$ cat config.mk
export PLATFORM = sky130hd
export DESIGN_NAME = div_acc
export DESIGN_NICKNAME = d
export VERILOG_FILES = /design/src/rtl/div_acc.sv
export SDC_FILE = /design/constraint.sdc
export NUM_CORES = 1
export LEC_CHECK = 0
export BUFFER_PORTS_ARGS = -buffer_cell sky130_fd_sc_hd__buf_2
export CAP_MARGIN = 30
export CORE_UTILIZATION = 52
export DETAILED_ROUTE_END_ITERATION = 8
export PLACE_DENSITY = 0.86
export SLEW_MARGIN = 20
export SYNTH_ARGS = -nofsm -noshare
export SYNTH_HDL_FRONTEND = slang
export SYNTH_SLANG_ARGS = --single-unit
$ cat constraint.sdc
create_clock -name Clk -period 2.5 [get_ports Clk]
set_input_delay 0.5 -clock Clk [delete_from_list [all_inputs] [get_ports Clk]]
set_output_delay 0.5 -clock Clk [all_outputs]
set_load 0.01 [all_outputs]
$ cat src/rtl/div_acc.sv
// Iterative restoring divider that replaces the software divide loop and injects
// a four-pair A/C instruction sequence leaving M[1]=Q, M[2]=R and D=R.
module div_acc #(
  parameter int DW        = 16,
  parameter int OPW       = 15,
  parameter int STEP_BITS = 1
) (
  input  logic          Clk,
  input  logic          Reset_N,
  input  logic          StartDiv102,
  input  logic [DW-1:0] Divident,
  input  logic [DW-1:0] Divisor,
  input  logic          RstCtrlJmp103,
  output logic          SelAccInst101,
  output logic [DW-1:0] Inst0FromAcc101,
  output logic [DW-1:0] Inst1FromAcc101,
  output logic          AccStall,
  output logic          DivByZero,
  output logic [1:0]    dbg_state_o
);

  localparam int NSTEP = OPW / STEP_BITS;
  localparam int CW    = $clog2(NSTEP + 1);

  typedef enum logic [1:0] {S_IDLE, S_DIV, S_FIX, S_INJ} state_t;

  state_t         state_q, state_d;
  logic [CW-1:0]  cnt_q, cnt_d;
  logic [1:0]     pair_q, pair_d;
  logic [OPW-1:0] dvd_q, dvd_d;
  logic [OPW-1:0] rem_q, rem_d;
  logic [OPW-1:0] dsr_q, dsr_d;
  logic [OPW-1:0] qres_q, qres_d;
  logic [OPW-1:0] nres_q, nres_d;
  logic           dzero_q, dzero_d;
  logic           dbz_q, dbz_d;

  logic [OPW-1:0] step_dvd, step_rem;
  logic [OPW:0]   trial;

  // dvd_q shifts the dividend out at the top while quotient bits enter at the bottom.
  always_comb begin
    step_dvd = dvd_q;
    step_rem = rem_q;
    trial    = '0;
    for (int i = 0; i < STEP_BITS; i++) begin
      trial    = {step_rem, step_dvd[OPW-1]};
      step_dvd = {step_dvd[OPW-2:0], 1'b0};
      if (trial >= {1'b0, dsr_q}) begin
        trial       = trial - {1'b0, dsr_q};
        step_dvd[0] = 1'b1;
      end
      step_rem = trial[OPW-1:0];
    end
  end

  always_comb begin
    state_d = state_q;
    cnt_d   = cnt_q;
    pair_d  = pair_q;
    dvd_d   = dvd_q;
    rem_d   = rem_q;
    dsr_d   = dsr_q;
    qres_d  = qres_q;
    nres_d  = nres_q;
    dzero_d = dzero_q;
    dbz_d   = 1'b0;
    case (state_q)
      S_IDLE: begin
        if (StartDiv102 && !RstCtrlJmp103) begin
          if (Divisor == '0) begin
            dbz_d = 1'b1;
          end else begin
            state_d = S_DIV;
            cnt_d   = '0;
            dvd_d   = Divident[OPW-1:0];
            rem_d   = '0;
            dsr_d   = Divisor[OPW-1:0];
            dzero_d = (Divident == '0);
          end
        end
      end
      S_DIV: begin
        if (RstCtrlJmp103) begin
          state_d = S_IDLE;
        end else begin
          dvd_d = step_dvd;
          rem_d = step_rem;
          cnt_d = cnt_q + CW'(1);
          if (cnt_q == CW'(NSTEP - 1)) state_d = S_FIX;
        end
      end
      S_FIX: begin
        // Do-while semantics: the loop body runs once more than floor division implies.
        if (RstCtrlJmp103) begin
          state_d = S_IDLE;
        end else begin
          state_d = S_INJ;
          pair_d  = 2'd0;
          if (dzero_q) begin
            qres_d = OPW'(1);
            nres_d = dsr_q;
          end else if (rem_q != '0) begin
            qres_d = dvd_q + OPW'(1);
            nres_d = dsr_q - rem_q;
          end else begin
            qres_d = dvd_q;
            nres_d = '0;
          end
        end
      end
      S_INJ: begin
        pair_d = pair_q + 2'd1;
        if (pair_q == 2'd3) state_d = S_IDLE;
      end
      default: state_d = S_IDLE;
    endcase
  end

  always_ff @(posedge Clk or negedge Reset_N) begin
    if (!Reset_N) begin
      state_q <= S_IDLE;
      cnt_q   <= '0;
      pair_q  <= '0;
      dvd_q   <= '0;
      rem_q   <= '0;
      dsr_q   <= '0;
      qres_q  <= '0;
      nres_q  <= '0;
      dzero_q <= 1'b0;
      dbz_q   <= 1'b0;
    end else begin
      state_q <= state_d;
      cnt_q   <= cnt_d;
      pair_q  <= pair_d;
      dvd_q   <= dvd_d;
      rem_q   <= rem_d;
      dsr_q   <= dsr_d;
      qres_q  <= qres_d;
      nres_q  <= nres_d;
      dzero_q <= dzero_d;
      dbz_q   <= dbz_d;
    end
  end

  // nres_q holds -R, so pair2 loads it into A and the C-instruction negates it into D.
  always_comb begin
    SelAccInst101   = (state_q == S_INJ);
    AccStall        = (state_q != S_IDLE);
    DivByZero       = dbz_q;
    dbg_state_o     = state_q;
    Inst0FromAcc101 = '0;
    Inst1FromAcc101 = '0;
    if (state_q == S_INJ) begin
      case (pair_q)
        2'd0: begin
          Inst0FromAcc101 = {{(DW-OPW){1'b0}}, qres_q};
          Inst1FromAcc101 = DW'(16'hEC10);
        end
        2'd1: begin
          Inst0FromAcc101 = DW'(16'h0001);
          Inst1FromAcc101 = DW'(16'hE308);
        end
        2'd2: begin
          Inst0FromAcc101 = {{(DW-OPW){1'b0}}, nres_q};
          Inst1FromAcc101 = DW'(16'hECD0);
        end
        default: begin
          Inst0FromAcc101 = DW'(16'h0002);
          Inst1FromAcc101 = DW'(16'hE308);
        end
      endcase
    end
  end

endmodule

* Yosys cells after proc, flatten, opt, wreduce, memory -nomap -nowiden
Index checks and enable logic that the tools add are counted.
Operators by class: magnitude comparators 1, reduce and logical (&&, ||, !) cells 15, bitwise logic cells 2, equal/unequal tests 13, $add $sub $neg 5, muxes and demuxes 34
Operator list (count):
- 15-bit two-way mux | 12
- 15-bit one-hot mux with 2 select lines | 2
- 15-bit one-hot mux with 3 select lines | 1
- 16-bit logical NOT | 2
- 15-bit subtractor | 2
- 12-bit one-hot mux with 2 select lines | 1
- 16-bit by 15-bit >= comparator with 1-bit output | 1
- 16-bit two-way mux | 1
- 15-bit by 1-bit adder with 15-bit output, second input constant | 1
- 15-bit nonzero test | 1
- 2-bit two-way mux | 7
- 4-bit two-way mux | 3
- 2-bit == test, second input constant | 4
- 2-bit inequality test, second input constant | 4
- 2-bit one-hot mux with 4 select lines | 1
- 4-bit one-hot mux with 2 select lines | 1
- 4-bit AND reduction | 2
- 2-bit nonzero test | 3
- 4-bit by 1-bit adder with 4-bit output, second input constant | 1
- 2-bit by 1-bit == test with 1-bit output, second input constant | 2
- 4-bit == test, second input constant | 1
- 2-bit logical NOT | 2
- 1-bit two-way mux | 4
- 2-bit one-hot mux with 2 select lines | 1
- other kinds (8) | 10
Storage, ports and cells: register bits 85

* Logic depth before layout (Yosys ltp)
depth after elaboration 4, mapped depth 13, gate-level depth less buffers 11

* Worst setup path after synthesis
Ideal clock, no wire load.
kind reg-to-reg, from reg rem_q[0], to reg nres_q[12], library setup time 0.126 ns, buffers on the path 0, stages on the path, launching flop included 11, data arrival time 2.421 ns, setup slack -0.047 ns, required time 2.374 ns, clock period less this slack 2.547 ns, cells stage by stage dfrtp_1 ha_1 inv_1 fa_1 a211oi_1 o21ba_2 nor2_1 nor4_1 nor3_1 xor2_1 a221o_1
On the way: word-level cells in the longest chain between the ends 3, elaborated cells on any way between the ends 4, those cells by class add/sub: 1; mux: 2; reduce/logical: 1
Ends and longest elaborated chain:
- start: declaration | RTL line 31 | logic [OPW-1:0] rem_q, rem_d;
- start signal: assignment | RTL line 137 | rem_q <= rem_d;
- 15-bit subtractor or 15-bit nonzero test (tied branches) | RTL line 105, 103
- 15-bit two-way mux * | RTL line 103 | end else if (rem_q != '0) begin
- 15-bit two-way mux * | RTL line 100 | if (dzero_q) begin
- end signal: assignment | RTL line 140 | nres_q <= nres_d;
- end: declaration | RTL line 34 | logic [OPW-1:0] nres_q, nres_d;
Mark *: on every way between the ends. The rest lies on a longest branch, timed or not. A chain may end at the register's enable or synchronous reset.

* Worst setup path in the final report
from reg rem_q[0], to reg rem_q[13]
On the way: word-level cells in the longest chain between the ends 4, elaborated cells on any way between the ends 5, those cells by class add/sub: 1; order compare: 1; mux: 3
Ends and longest elaborated chain:
- 15-bit subtractor or 16-bit by 15-bit >= comparator with 1-bit output (tied branches) | RTL line 50, 49
- 15-bit two-way mux * | RTL line 49 | if (trial >= {1'b0, dsr_q}) begin
- 15-bit two-way mux * | RTL line 84 | if (RstCtrlJmp103) begin
- 15-bit one-hot mux with 2 select lines * | RTL line 68 | case (state_q)
Mark *: on every way between the ends. The rest lies on a longest branch, timed or not. The select of a mux whose other input is x is not followed.

==> qor.csv <==
metric,value,unit
hold_viol_final,0,
n_antenna_cell,0,
core,10800,sq um
grt_start_max_net_pins,46,
hp-class,primary input to async pin,
clock_buffers_created_by_tritoncts,9,
cts_htree_levels,3,
design.die.area,11500,sq um
p_per_area,1500,nW/um^2
drt_first_pass_iters,5,
drt.antenna.violating_nets,0,
final_core_utilization,60.6,%
via_count,5299,
synth_warnings,0,
synthesis.area_per_instance,8.63,sq um
post_dp_cell_area,6300,sq um
fin_crit,2.50,ns
status,finished clean,
antenna_found_initial,0,
hold_ws,0.0963,ns
ir_worst_vdd,605,uV
required,2.74,ns
synth_enable_flop_cells,0,
clock_path_buffers,2,
synthesis.area,5760,sq um
initialDrtViolationCount,508,
design_area,6570,sq um
sequential_element_share_of_the_synthesized_area,36.9,%
clockRootBuffer,sky130_fd_sc_hd__clkbuf_8,
final.setup_skew,0.00883,ns
dp_hpwl,11.5,mm
synth_seq_cells,85,
synth_cell_type_count,56,
synthesis.instances,668,
total_power_of_the_final_layout,9850,uW
clk_latency,0.37,ns
grt_pass1_wl,24.4,mm
transition_time_at_the_pin_with_the_least_slew_margin,0.536,ns
period_share,100,%
cts.reportedPaths.clkPinSlew,0.08,ns
die_w,107,um
slew_hr,64.2,%
drive_above_1_share,19.7,%
initial_utilization,53.2,%
gp_congestion,0.979,
timing.critical_path.from_type,register,
critical_path_arrival,2.74,ns
cts_tree,yes,
leftover_overflow_at_the_end_of_global_routing,0,
fin_nets,807,
yosys_most_used_dff,sky130_fd_sc_hd__dfrtp_1,
ys_async_sr_fraction,100,%
wl_per_cell,17.4,um
area.growth.synth_to_final,13.9,%
worst_case_setup_margin_in_the_final_layout,0.000110,ns
row_count,38,
io_pins,73,
placement.setup.worst_slack,-0.0465,ns
vias_per_cell,6.04,
static-leakage-power,0.00302,uW
grt_setup_unrepaired,true,
finish_stage_setup_viols,0,
critPathMaxFanout,5,
maxSlewViolCount,0,
timing.fmax,0.400,GHz
criticalPathCategory,register to register,
grt_util_all_layers,27.4,%
grt_pass1_vias,5034,
io_buffer_count,66,
remaining_drc_errors,0,
die_height,107,um
critPathCaptureType,register,
max_cap_viol_count,0,
clkSinkCount,85,
wirelength,15.3,mm
## timing repair
| item | in CTS | in global routing |
|---|---|---|
| endpoints found under the setup margin | 3 | 26 |
| pin swaps | 1 | 4 |
| hold buffers | 0 | 0 |
| resized for setup | 2 | 12 |
| buffers inserted | 0 | 1 |
## cell usage after synthesis, drive strengths merged (2+ instances only)
| cell | n | area (sq um) |
|---|---|---|
| dfrtp | 85 | 2130 |
| nand2 | 83 | 312 |
| o21ai | 65 | 325 |
| nor2 | 57 | 214 |
| ha | 36 | 450 |
| inv | 36 | 135 |
| a21oi | 29 | 145 |
| buf | 25 | 160 |
| clkbuf | 22 | 82.6 |
| xnor2 | 22 | 193 |
| mux2i | 17 | 170 |
| xor2 | 17 | 149 |
| mux2 | 16 | 180 |
| a22oi | 13 | 97.6 |
| nand3 | 13 | 65.1 |
| nor3 | 13 | 65.1 |
| nor4 | 12 | 75.1 |
| nand4 | 11 | 68.8 |
| and3 | 8 | 50.1 |
| nor2b | 8 | 50.1 |
| a21o | 7 | 52.6 |
| a32oi | 7 | 61.3 |
| a211oi | 6 | 45.0 |
| o21a | 6 | 45.0 |
| and4 | 5 | 46.3 |
| nand2b | 5 | 31.3 |
| a221oi | 4 | 35.0 |
| or3 | 4 | 25.0 |
| o211ai | 3 | 22.5 |
| o31ai | 3 | 22.5 |
| a2111oi | 2 | 17.5 |
| a221o | 2 | 20.0 |
| a31oi | 2 | 12.5 |
| and2 | 2 | 12.5 |
| fa | 2 | 40.0 |
| nand3b | 2 | 15.0 |
| o21bai | 2 | 15.0 |
| o22ai | 2 | 12.5 |
| o311ai | 2 | 17.5 |
| or2 | 2 | 12.5 |
## through the flow
| step | TNS [ns] | instances |
|---|---|---|
| after floorplan | 0 | 673 |
| after global placement | -0.00479 | 861 |
| after detailed placement | -0.0465 | 861 |
| after CTS | 0 | 876 |
| after global routing | -0.378 | 877 |
| final | 0 | 877 |
## layer usage
metal	vias up	routed length [um]	track usage [%]
met3	35	1050	2.91
met2	275	7350	44.5
met1	2514	6410	36.4
met4	0	448	14.2
met5	-	0	0
li1	2475	-	-
## where the power goes
part / switching (uW) / internal, uW
Combinational: 3500 / 2590
Sequential: 721 / 1980
Clock: 500 / 558
Total: 4720 / 5130
## cell type report
| type | instances | area (sq um) |
|---|---|---|
| clock inverter | 4 | 73.8 |
| fill | 892 | 4280 |
| sequential | 85 | 2130 |
| tap | 140 | 175 |
| multi-input combinational | 505 | 3330 |
| timing repair buffer | 96 | 587 |
| clock buffer | 11 | 131 |
| inverter | 36 | 135 |
## critical path, cell delays in order (launching register included)
cell and delay, ns:
sky130_fd_sc_hd__dfrtp_1 0.40, sky130_fd_sc_hd__buf_4 0.16, sky130_fd_sc_hd__ha_1 0.31, sky130_fd_sc_hd__nor2b_1 0.16, sky130_fd_sc_hd__o211ai_1 0.33, sky130_fd_sc_hd__a211oi_2 0.13
sky130_fd_sc_hd__nor3_1 0.23, sky130_fd_sc_hd__nor3_1 0.11, sky130_fd_sc_hd__a2111oi_2 0.38, sky130_fd_sc_hd__o21ai_1 0.14
## cell usage in the layout (no fill, tap or decap), types with 7 or more instances in the layout
master and n:
sky130_fd_sc_hd__nor4_1 11, sky130_fd_sc_hd__a32oi_1 7, sky130_fd_sc_hd__buf_4 28, sky130_fd_sc_hd__mux2i_1 17, sky130_fd_sc_hd__nor2_1 57, sky130_fd_sc_hd__buf_2 65
sky130_fd_sc_hd__o21ai_0 60, sky130_fd_sc_hd__clkbuf_8 9, sky130_fd_sc_hd__ha_1 33, sky130_fd_sc_hd__xnor2_1 22, sky130_fd_sc_hd__nand4_1 11, sky130_fd_sc_hd__nor3_1 13
sky130_fd_sc_hd__dfrtp_1 84, sky130_fd_sc_hd__inv_1 36, sky130_fd_sc_hd__mux2_2 16, sky130_fd_sc_hd__a22oi_1 13, sky130_fd_sc_hd__a21oi_1 27, sky130_fd_sc_hd__nand2_1 82
sky130_fd_sc_hd__nor2b_1 8, sky130_fd_sc_hd__and3_1 8, sky130_fd_sc_hd__xor2_1 17, sky130_fd_sc_hd__a21o_1 7, sky130_fd_sc_hd__nand3_1 13
## final timing paths
kind / startpoint / end / slack [ns] / cells past startpoint
min in group Clk: StartDiv102 / DivByZero$_DFF_PN0_ / 0.35 / 3
max in group asynchronous: Reset_N / dsr_q[1]$_DFFE_PN0P_ / 1.77 / 2
worst max register to register: rem_q[0]$_DFFE_PN0P_ / rem_q[13]$_DFFE_PN0P_ / 0.0001 / 9
worst max-delay path: rem_q[0]$_DFFE_PN0P_ / rem_q[13]$_DFFE_PN0P_ / 0.0001 / 9
worst min-delay path: Reset_N / qres_q[10]$_DFFE_PN0P_ / 0.1 / 1
worst min register to register: qres_q[11]$_DFFE_PN0P_ / qres_q[11]$_DFFE_PN0P_ / 0.50 / 2
## flip-flops by register name, indices dropped and copies added, names as in the netlist
| name | cells |
|---|---|
| rem_q | 15 |
| dvd_q | 15 |
| DivByZero | 1 |
| pair_q | 2 |
| dsr_q | 15 |
| dbg_state_o | 2 |
| cnt_q | 4 |
| nres_q | 15 |
| dzero_q | 1 |
| qres_q | 15 |
## cell families (layout without fill, tap and decap cells)
| group | count (synthesis) | after routing | synth area share [%] |
|---|---|---|---|
| compound gates | 163 | 163 | 17.7 |
| xor+xnor | 39 | 39 | 5.93 |
| fa+ha+maj | 38 | 38 | 8.51 |
| buf+inv | 83 | 147 | 6.56 |
| flops | 85 | 85 | 36.9 |
| mux | 33 | 33 | 6.08 |
| other cells | 1 | 6 | 0.0651 |
| simple gates | 226 | 226 | 18.2 |
(Power assumes the default switching activity.)
